**src/rtl/fetch_decode.sv**
```systemverilog
// Purpose : multi-cycle instruction fetch/decode controller (IDLE/FETCH/DECODE/EXECUTE/HALT).
// Latency : fetch-to-fetch 3 cycles when instr_valid returns in the first FETCH cycle.
// Backpressure: FETCH holds (instr_req=1) until instr_valid; instr_valid ignored elsewhere.
//
// Ports:
//   clock, reset        - clock and synchronous active-high reset
//   run                 - leave IDLE and start fetching
//   PC                  - program counter from the datapath; PC[9:0] is the fetch address
//   instr_data/valid    - instruction memory response, accepted only in FETCH
//   instr_req/addr      - fetch request and address
//   alucode, op1, op2, imControl, flag, flag1, writecode,
//   regenable, ramenable, pcControl
//                       - decoded controls to the datapath; operand fields are driven from IR
//                         at all times, strobes and codes only in EXECUTE
//   halted              - high while in HALT
//   illegal             - one-cycle pulse when an undefined opcode executes
//   retired             - count of executed instructions (wraps)
module fetch_decode (
   input  logic        clock,
   input  logic        reset,
   input  logic        run,
   input  logic [31:0] PC,
   input  logic [31:0] instr_data,
   input  logic        instr_valid,
   output logic        instr_req,
   output logic [9:0]  instr_addr,
   output logic [4:0]  alucode,
   output logic [2:0]  op1,
   output logic [20:0] op2,
   output logic        imControl,
   output logic        flag,
   output logic        flag1,
   output logic        writecode,
   output logic        regenable,
   output logic [1:0]  ramenable,
   output logic [3:0]  pcControl,
   output logic        halted,
   output logic        illegal,
   output logic [31:0] retired
);

   typedef enum logic [2:0] {
      IDLE    = 3'd0,
      FETCH   = 3'd1,
      DECODE  = 3'd2,
      EXECUTE = 3'd3,
      HALT    = 3'd4
   } state_t;

   localparam logic [3:0] PC_HOLD = 4'd10;
   localparam logic [4:0] OP_MOV  = 5'd12;
   localparam logic [4:0] OP_HALT = 5'd22;

   state_t      state;
   state_t      state_next;
   logic [31:0] ir;

   // Controls decoded from IR in DECODE and held for the EXECUTE cycle.
   logic [4:0]  d_alucode;
   logic        d_writecode;
   logic        d_regenable;
   logic [1:0]  d_ramenable;
   logic [3:0]  d_pcControl;
   logic        d_illegal;
   logic        d_halt;

   logic [4:0]  dec_alucode;
   logic        dec_writecode;
   logic        dec_regenable;
   logic [1:0]  dec_ramenable;
   logic [3:0]  dec_pcControl;
   logic        dec_illegal;
   logic        dec_halt;

   logic [4:0]  opcode;
   logic [4:0]  branch_code;

   // Only the low ten PC bits address instruction memory.
   logic        unused_pc;
   assign unused_pc = ^PC[31:10];

   assign opcode      = ir[31:27];
   assign branch_code = opcode - OP_MOV;

   // Instruction decode from IR
   always_comb begin
      dec_alucode   = 5'd0;
      dec_writecode = 1'b0;
      dec_regenable = 1'b0;
      dec_pcControl = 4'd0;
      dec_illegal   = 1'b0;
      dec_halt      = 1'b0;
      if (opcode < OP_MOV) begin
         dec_alucode   = opcode;
         dec_regenable = 1'b1;
      end else if (opcode == OP_MOV) begin
         dec_writecode = 1'b1;
         dec_regenable = 1'b1;
      end else if (opcode < OP_HALT) begin
         dec_pcControl = branch_code[3:0];
      end else if (opcode == OP_HALT) begin
         dec_halt = 1'b1;
      end else begin
         dec_illegal = 1'b1;
      end
      // RAM read follows the indirect flags for every instruction class;
      // RAM write only for ALU/MOV with an indirect destination, which
      // then replaces the register write.
      dec_ramenable[0] = ir[23] | ir[22];
      dec_ramenable[1] = ir[23] & (opcode <= OP_MOV);
      if (dec_ramenable[1]) begin
         dec_regenable = 1'b0;
      end
   end

   always_ff @(posedge clock) begin
      if (reset) begin
         state       <= IDLE;
         ir          <= 32'd0;
         retired     <= 32'd0;
         d_alucode   <= 5'd0;
         d_writecode <= 1'b0;
         d_regenable <= 1'b0;
         d_ramenable <= 2'b00;
         d_pcControl <= 4'd0;
         d_illegal   <= 1'b0;
         d_halt      <= 1'b0;
      end else begin
         state <= state_next;
         if (state == FETCH && instr_valid) begin
            ir <= instr_data;
         end
         if (state == DECODE) begin
            d_alucode   <= dec_alucode;
            d_writecode <= dec_writecode;
            d_regenable <= dec_regenable;
            d_ramenable <= dec_ramenable;
            d_pcControl <= dec_pcControl;
            d_illegal   <= dec_illegal;
            d_halt      <= dec_halt;
         end
         if (state == EXECUTE) begin
            retired <= retired + 32'd1;
         end
      end
   end

   // Next-state logic
   always_comb begin
      state_next = state;
      case (state)
         IDLE:    if (run) state_next = FETCH;
         FETCH:   if (instr_valid) state_next = DECODE;
         DECODE:  state_next = EXECUTE;
         EXECUTE: state_next = d_halt ? HALT : FETCH;
         HALT:    state_next = HALT;
         default: state_next = IDLE;
      endcase
   end

   // Outputs: datapath strobes are only live in EXECUTE
   always_comb begin
      instr_req = (state == FETCH);
      halted    = (state == HALT);
      alucode   = 5'd0;
      writecode = 1'b0;
      regenable = 1'b0;
      ramenable = 2'b00;
      pcControl = PC_HOLD;
      illegal   = 1'b0;
      if (state == EXECUTE) begin
         alucode   = d_alucode;
         writecode = d_writecode;
         regenable = d_regenable;
         ramenable = d_ramenable;
         pcControl = d_pcControl;
         illegal   = d_illegal;
      end
   end

   assign instr_addr = PC[9:0];
   assign op1        = ir[26:24];
   assign flag       = ir[23];
   assign flag1      = ir[22];
   assign imControl  = ir[21];
   assign op2        = ir[20:0];

endmodule

```
**config.mk**
```make
export PLATFORM = sky130hd
export DESIGN_NAME = fetch_decode
export DESIGN_NICKNAME = d
export VERILOG_FILES = /design/src/rtl/fetch_decode.sv
export SDC_FILE = /design/constraint.sdc
export NUM_CORES = 1
export LEC_CHECK = 0
export ABC_CLOCK_PERIOD_IN_PS = 2500
export CORE_MARGIN = 3
export CORE_UTILIZATION = 47
export DETAILED_ROUTE_END_ITERATION = 6
export PLACE_DENSITY = 0.86
export SLEW_MARGIN = 20
export SYNTH_ARGS = -nofsm -noshare
export SYNTH_HDL_FRONTEND = slang
export SYNTH_SLANG_ARGS = --single-unit
export TNS_END_PERCENT = 100
```
**constraint.sdc**
```tcl
create_clock -name clock -period 2.5 [get_ports clock]
set_input_delay 0.5 -clock clock [delete_from_list [all_inputs] [get_ports clock]]
set_output_delay 0.5 -clock clock [all_outputs]
set_load 0.05 [all_outputs]
```
**Yosys cells after proc, flatten, opt, wreduce, memory -nomap -nowiden**

Index checks and enable logic that the tools add are counted.

- Register bits after elaboration: 82
- Bits of input ports: 68
- Output and inout bits: 85
- Word-level logic and storage cells: 54

- Add/subtract/negate cells: 2
- Order comparisons: 3
- Equal/unequal tests: 8
- Muxes and demuxes: 26
- Bitwise operators: 2
- Reductions and logical operators: 3

Operator list:

| operator | number |
|---|---|
| $add 32x1->32 const B | 1 |
| $mux 4 | 4 |
| $mux 1 | 15 |
| $pmux 3 s5 | 1 |
| $mux 5 | 2 |
| $mux 3 | 3 |
| $eq 3x2->1 const B | 2 |
| $eq 5x4->1 const B | 1 |
| $eq 5x5->1 const B | 1 |
| $le 5x4->1 const B | 1 |
| $lt 5x4->1 const B | 1 |
| $lt 5x5->1 const B | 1 |
| $ne 2x2->1 const B | 2 |
| $sub 4x4->4 const B | 1 |
| $eq 3x1->1 const B | 1 |
| $eq 3x3->1 const B | 1 |
| $logic_not 3->1 | 1 |
| $mux 2 | 1 |
| $reduce_and 2->1 | 1 |
| $and 1x1->1 | 1 |
| $logic_and 1x1->1 | 1 |
| $or 1x1->1 | 1 |

**Logic depth before layout (Yosys ltp)**

Gate-level depths: netlist (run 1).

- Depth in word-level cells: 5
- Depth in mapped cells: 8

**Worst setup path before layout (run 1)**

Ideal clock, no wire load.

- Path type: register to output
- Start: register state[0]
- End: output port halted
- Data arrival time: 1.630 ns
- Data required time: 2.000 ns
- Setup slack: 0.370 ns
- Stages on the path, launching flop included: 3
- Path buffers: 1
- Path through: dfxtp_1 buf_6 nor3b_1

- Longest elaborated chain between the ends: 1

RTL lines:

| element | line | source |
|---|---|---|
| start, declared | 54 | `state_t state;` |
| start signal, assigned | 129 | `state <= state_next;` |
| $eq 3x3->1 | 164 | `halted = (state == HALT);` |
| end, declared | 37 | `output logic halted,` |

Every way passes these cells.

**Worst setup path after layout (run 1)**

- Start: register state[0]
- End: output port alucode[3]

- Longest elaborated chain between the ends: 2

RTL lines:

| element | line | source |
|---|---|---|
| $eq 3x2->1 | 171 | `if (state == EXECUTE) begin` |
| $mux 5 | 171 |  |
| end, declared | 27 | `output logic [4:0] alucode,` |

Every way passes these cells.

==> impl_results.rst, run 1 <==
.. list-table::
   :header-rows: 1

   * - Metric
     - Value
   * - Run status
     - finished clean
   * - Number of vias per cell after detailed routing
     - 5.42
   * - Via count of the first global-routing pass
     - 3348
   * - Core Region
     - 0.00781 mm^2
   * - Vertical die dimension
     - 96.3 um
   * - Total leakage power
     - 0.00172 uW
   * - Met1 Use GR
     - 25.0%
   * - Global-route usage over all layers
     - 20.6%
   * - Area share of the largest cell type after synthesis
     - 42.8%
   * - Final core utilization
     - 64.2%
   * - Data arrival time of the critical path
     - 1820 ps
   * - Pin count of the biggest net entering global routing
     - 45
   * - Cells taking the most area after synthesis
     - sky130_fd_sc_hd__dfxtp_1, sky130_fd_sc_hd__nand2_1, sky130_fd_sc_hd__a21oi_1
   * - Buffers plus inverters on the worst setup path
     - 2
   * - Gate family responsible for the most delay along the worst path
     - simple AND/OR/NAND/NOR gates
   * - Clock period minus worst slack
     - 2320 ps
   * - Width of the die
     - 96.3 um
   * - Relative contribution of sequential cells to total power
     - 53.9%
   * - Total nets after synthesis
     - 536
   * - Clock tree from TritonCTS
     - done
   * - Slew Limit Fails
     - 0
   * - Number of instances in the synthesized netlist
     - 466
   * - Clock sink total
     - 82
   * - Global-route wire length before repair
     - 15300 um
   * - TritonCTS Buffers
     - 9
   * - # diodes
     - 0
   * - Post-synth top area cell
     - sky130_fd_sc_hd__dfxtp_1
   * - Worst slew pin tran
     - 861 ps
   * - Element type at the critical path end
     - output port
   * - Number of synthesized register bits
     - 82
   * - Max cap viols
     - 0
   * - Final std cell area, no fill
     - 0.00502 mm^2
   * - Final Skew
     - 16.1 ps
   * - Cell Rows
     - 32
   * - Area Growth Syn to Fin
     - 30.9%
   * - Antenna viol nets, final
     - 0
   * - Fraction of power spent switching nets
     - 27.6%
   * - Final hold violation count
     - 0
   * - Met2 track demand over resource in global routing
     - 35.8%
   * - Required time of the critical path
     - 2000 ps
   * - Slowest library cell on the worst path
     - sky130_fd_sc_hd__dfxtp_1
   * - Clock root buffer
     - sky130_fd_sc_hd__clkbuf_8
   * - Global routing's busiest layer
     - met2
   * - Net count of the finished layout
     - 601
   * - Comb power frac
     - 12.2%
   * - Starting DRT DRC Count
     - 142
   * - Post-synth EDFFs
     - 0
   * - TritonRoute pass-1 iters
     - 4
   * - Wire length per cell
     - 15.1 um
   * - Synth Cell Area
     - 0.00383 mm^2
   * - Commonest register cell after synthesis
     - sky130_fd_sc_hd__dfxtp_1
   * - Met3 routing resource usage after global routing
     - 3.83%
   * - Initial antenna violation count
     - 0
   * - Switching power
     - 697 uW
   * - Average cell area after synthesis
     - 8.22 um^2
   * - Unrepaired setup endpoints after global routing
     - no
   * - Post-route fraction of the period consumed by the critical path
     - 92.8%
   * - List of most frequent post-synthesis cells
     - sky130_fd_sc_hd__nand2_1, sky130_fd_sc_hd__dfxtp_1, sky130_fd_sc_hd__a21oi_1
   * - Type of element launching the critical path
     - flop
   * - Longest individual stage delay on the worst path
     - 490 ps
   * - Share of total power in the clock network
     - 33.8%
   * - Clock insertion delay at the later pin of the skew report
     - 350 ps
   * - Slew headroom
     - 42.6%
   * - Final RePlAce weighted congestion
     - 0.822
   * - Most frequent cell after synthesis
     - sky130_fd_sc_hd__nand2_1
   * - Final setup fails
     - 0
   * - Sum of overflow across all layers after global routing
     - 0
   * - Path category of the worst min-delay check
     - flop to flop
   * - Longest Clk Path Bufs
     - 2
   * - Register clock-pin slew on the reported worst setup and hold paths
     - 80 ps
   * - H-tree depth
     - 3
   * - Worst setup slack before clock tree synthesis
     - 367 ps
   * - Floorplan die area
     - 0.00927 mm^2
   * - DRC errors left
     - 0
   * - Setup WS post-layout
     - 180 ps
   * - Estimated wirelength of the detail-placed design
     - 7010 um
   * - Yosys cell types
     - 40
   * - Critical path class
     - flop to output port
   * - IO Pins
     - 153
   * - Detailed-route via count
     - 3458
   * - Proportion of synthesized chip area in sequential cells
     - 42.8%
   * - Highest clock frequency the design can meet
     - 431 MHz
   * - Initial cell density of the core
     - 49.1%
   * - Share of flip-flops with an asynchronous set or reset after synthesis
     - 0%
   * - Detailed-route wire length
     - 9600 um
   * - Total internal power
     - 1830 uW
   * - Crit path cell chain
     - and3b_2 > buf_4 > and2_1 > buf_12
   * - Buffers on Ports
     - 110
   * - Syn. warnings
     - 0
   * - PD cells
     - 503 mW/mm^2
   * - Total negative setup slack
     - 0 ps
   * - Largest driver fanout on the critical path
     - 16
   * - Share of post-route cells with drive strength above 1
     - 8.77%
   * - Peak supply drop
     - 325 uV
   * - Standard cell area after detailed placement
     - 0.00484 mm^2
   * - Number of filler cells placed in the layout
     - 663
==> tightest hold or removal path: stages, from the launching register on <==
cell,delay (ps)
sky130_fd_sc_hd__dfxtp_1,310
sky130_fd_sc_hd__nand2_1,50
sky130_fd_sc_hd__a21oi_1,50
==> registers in the layout (all words and copies together), names as in the netlist, 2 cells and up <==
name,count
ir,32
state,3
d_alucode,5
d_pcControl,4
retired,32
d_ramenable,2
==> cell usage in the layout, fill, tap and decap left out, drive strengths merged, types with 5 or more instances in the layout <==
cell type / netlist / layout
xor2: 10 / 10
and2: 17 / 17
buf: 49 / 25
and3: 6 / 6
o31ai: 12 / 12
or3: 5 / 5
nand3: 11 / 11
clkdlybuf4s50: 0 / 93
dfxtp: 82 / 82
nand2: 84 / 84
nor3b: 5 / 5
o21ai: 5 / 5
nand4: 20 / 20
nor3: 5 / 5
a21oi: 61 / 61
or4: 13 / 13
nor2: 24 / 24
clkbuf: 17 / 11
==> kinds of logic after synthesis <==
logic type / after synthesis / share of synthesized area, %
AO/OA/AOI/OAI: 83 / 12.0
XOR/XNOR: 11 / 2.51
adder cells (fa/ha/maj): 2 / 0.653
buffers and inverters: 68 / 11.0
flip-flops: 82 / 42.8
multiplexers: 6 / 1.70
AND/OR/NAND/NOR: 214 / 29.3
==> per-stage QoR <==
stage	hold WS, ps	cells	total power [uW]
2_1_floorplan	427	466	1640
4_1_cts	453	638	2540
3_5_place_dp	444	622	1700
6_report	453	638	2520
5_1_grt	479	638	2620
3_3_place_gp	437	622	1690
==> metal layers <==
| metal | vias to the layer above | routed length (um) | part of all wire (%) |
|---|---|---|---|
| met4 | 0 | 233 | 2.4 |
| met1 | 1628 | 3920 | 41 |
| li1 | 1720 | - | - |
| met2 | 87 | 5020 | 52 |
| met3 | 23 | 424 | 4.4 |
| met5 | - | 0 | 0 |
==> final cells by class <==
type / instances / area (um^2) / area share (%)
clock buffers: 11 / 131 / 2.62
clock inverters: 5 / 38.8 / 0.773
inverters: 2 / 7.51 / 0.150
multi-input cells: 316 / 1770 / 35.3
flip-flops and latches: 82 / 1640 / 32.7
well taps: 102 / 128 / 2.54
repair buffers: 120 / 1300 / 25.9
==> power by group through the flow <==
stage                     logic, uW  clock network (uW)  registers (uW)
after floorplan                 248                   0            1390
after global placement          301                   0            1390
after detailed placement        308                   0            1390
after CTS                       310                 868            1360
after global routing            329                 921            1370
final                           309                 853            1360
==> repair_timing <==
action | in CTS | in global routing
setup buffers | 0 | 0
gates resized for setup | 1 | 2
endpoints found under the setup margin | 1 | 4
hold buffers | 0 | 0
==> path summary, 6_finish.rpt <==
kind / slack [ps] / cells after the start / from / end
max: 180 / 4 / state[0] / alucode[3]
min reg2reg: 450 / 2 / d_pcControl[3] / d_pcControl[3]
max reg2reg: 430 / 4 / retired[7] / retired[27]
min: 450 / 2 / d_pcControl[3] / d_pcControl[3]
Power figures use the tool's default switching activity.
==> inputs of run 2 (changes only) <==
- REMOVE_ABC_BUFFERS: default -> 1
- SLEW_MARGIN: 20 -> default
==> impl_results.rst, run 2 (synthesis gave the netlist of run 1 again) <==
.. list-table::
   :header-rows: 1

   * - Metric
     - Value
   * - Run status
     - finished clean
   * - Global-route usage over all layers
     - 21.1%
   * - Core Region
     - 0.00781 mm^2
   * - Final setup fails
     - 0
   * - Starting DRT DRC Count
     - 162
   * - Type of element launching the critical path
     - flop
   * - Crit path cell chain
     - nor3b_1 > clkdlybuf4s50_1
   * - Biggest regs
     - ir (32), retired (32), d_alucode (5)
   * - Detailed-route wire length
     - 9690 um
   * - Wire length per cell
     - 15.2 um
   * - Global-route wire length before repair
     - 15400 um
   * - Number of gates on the worst path with buffers counted
     - 2
   * - Number of stages on the worst hold path
     - 2
   * - Max cap viols
     - 0
   * - Most common library cell in the layout ignoring fill and taps
     - sky130_fd_sc_hd__clkdlybuf4s50_1
   * - Buffers plus inverters on the worst setup path
     - 1
   * - TritonRoute pass-1 iters
     - 5
   * - Antenna viol nets, final
     - 0
   * - Final RePlAce weighted congestion
     - 0.817
   * - Pin count of the biggest net entering global routing
     - 47
   * - Buffers on Ports
     - 110
   * - Clock tree from TritonCTS
     - done
   * - Data arrival time of the critical path
     - 1910 ps
   * - Highest clock frequency the design can meet
     - 415 MHz
   * - Initial cell density of the core
     - 49.1%
   * - PD cells
     - 557 mW/mm^2
   * - Post-route fraction of the period consumed by the critical path
     - 96.3%
   * - Setup WS post-layout
     - 93.0 ps
   * - Largest driver fanout on the critical path
     - 10
   * - Clock root buffer
     - sky130_fd_sc_hd__clkbuf_8
   * - Total negative setup slack
     - 0 ps
   * - Final Skew
     - 9.12 ps
   * - Slew headroom
     - 57.4%
   * - Net count of the finished layout
     - 599
   * - H-tree depth
     - 3
   * - Element type at the critical path end
     - output port
   * - Worst R2R Path Depth
     - 4
   * - Inst Count DP
     - 620
   * - Most frequent cells in the layout
     - sky130_fd_sc_hd__clkdlybuf4s50_1, sky130_fd_sc_hd__nand2_1, sky130_fd_sc_hd__dfxtp_1
   * - IO Pins
     - 153
   * - Peak supply drop
     - 453 uV
   * - Width of the die
     - 96.3 um
   * - Total leakage power
     - 0.00177 uW
   * - Cell Rows
     - 32
   * - Number of filler cells placed in the layout
     - 640
   * - Via count of the first global-routing pass
     - 3358
   * - Clock period minus worst slack
     - 2410 ps
   * - Number of vias per cell after detailed routing
     - 5.49
   * - Longest Clk Path Bufs
     - 2
   * - Worst setup slack before clock tree synthesis
     - 370 ps
   * - Share of post-route cells with drive strength above 1
     - 8.61%
   * - Hold slack
     - 456 ps
   * - Longest individual stage delay on the worst path
     - 840 ps
   * - Floorplan die area
     - 0.00927 mm^2
   * - Final hold violation count
     - 0
   * - # diodes
     - 0
   * - Area Growth Syn to Fin
     - 32.7%
   * - TritonCTS Buffers
     - 9
   * - Worst slew pin tran
     - 640 ps
   * - Final non-filler cell total
     - 636
   * - Slew Limit Fails
     - 0
   * - Clock sink total
     - 82
   * - Sum of overflow across all layers after global routing
     - 0
   * - Estimated wirelength of the detail-placed design
     - 6970 um
   * - Unrepaired setup endpoints after global routing
     - no
   * - Detailed-route via count
     - 3489
   * - Required time of the critical path
     - 2000 ps
   * - Multi-input logic area
     - 0.00177 mm^2
   * - DRC errors left
     - 0
   * - Post-CTS Repair Setup Buffers
     - 0
   * - Clock insertion delay at the later pin of the skew report
     - 350 ps
   * - Vertical die dimension
     - 96.3 um
   * - Initial antenna violation count
     - 0
   * - Footprint of the flip-flops and latches
     - 0.00164 mm^2
   * - Number of hold buffers added after cts
     - 0
   * - Register clock-pin slew on the reported worst setup and hold paths
     - 90 ps
   * - Path category of the worst min-delay check
     - flop to flop
   * - Critical path class
     - flop to output port
   * - Gate family responsible for the most delay along the worst path
     - buffers and inverters
   * - Slowest library cell on the worst path
     - sky130_fd_sc_hd__clkdlybuf4s50_1
[run 2: final cells by class]
class	instances	area share (%)
timing repair buffer	118	25.5
multi-input combinational	316	34.8
clock inverter	6	2.26
sequential	82	32.3
clock buffer	10	2.51
inverter	2	0.148
tap	102	2.51
[run 2: tightest hold or removal path: stages, from the launching register on]
cell and delay [ps]:
sky130_fd_sc_hd__dfxtp_1 320, sky130_fd_sc_hd__nand2_1 50, sky130_fd_sc_hd__a21oi_1 50
[run 2: stage by stage]
| stage | utilization, % | power (uW) | instance area (um^2) |
|---|---|---|---|
| 2_1_floorplan | - | 1540 | 3420 |
| 3_3_place_gp | 62.0 | 1690 | 4840 |
| 3_5_place_dp | 62.0 | 1700 | 4840 |
| 4_1_cts | 65.1 | 2850 | 5080 |
| 5_1_grt | 65.2 | 2920 | 5090 |
| 6_report | 65.2 | 2830 | 5090 |
[run 2: path summary, 6_finish.rpt]
check | start | slack (ps) | to
max | state[0] | 90 | instr_req
min | ir[10] | 460 | ir[10]
max reg2reg | retired[7] | 510 | retired[27]
min reg2reg | ir[10] | 460 | ir[10]
[run 2: layer usage]
| metal | track usage [%] | part of all wire (%) |
|---|---|---|
| met2 | 36.1 | 47 |
| met5 | 0 | 0 |
| met3 | 10.3 | 11 |
| met4 | 7.36 | 1.5 |
| met1 | 22.5 | 40 |
[run 2: timing repair]
action | CTS | global route
gates resized for setup | 1 | 1
setup endpoints to repair | 7 | 1
gates cloned | 0 | 0
[run 2: report_power, final]
group	internal [uW]	switching (uW)	total, uW
Clock	668	496	1160
Combinational	126	182	308
Sequential	1330	26.4	1360
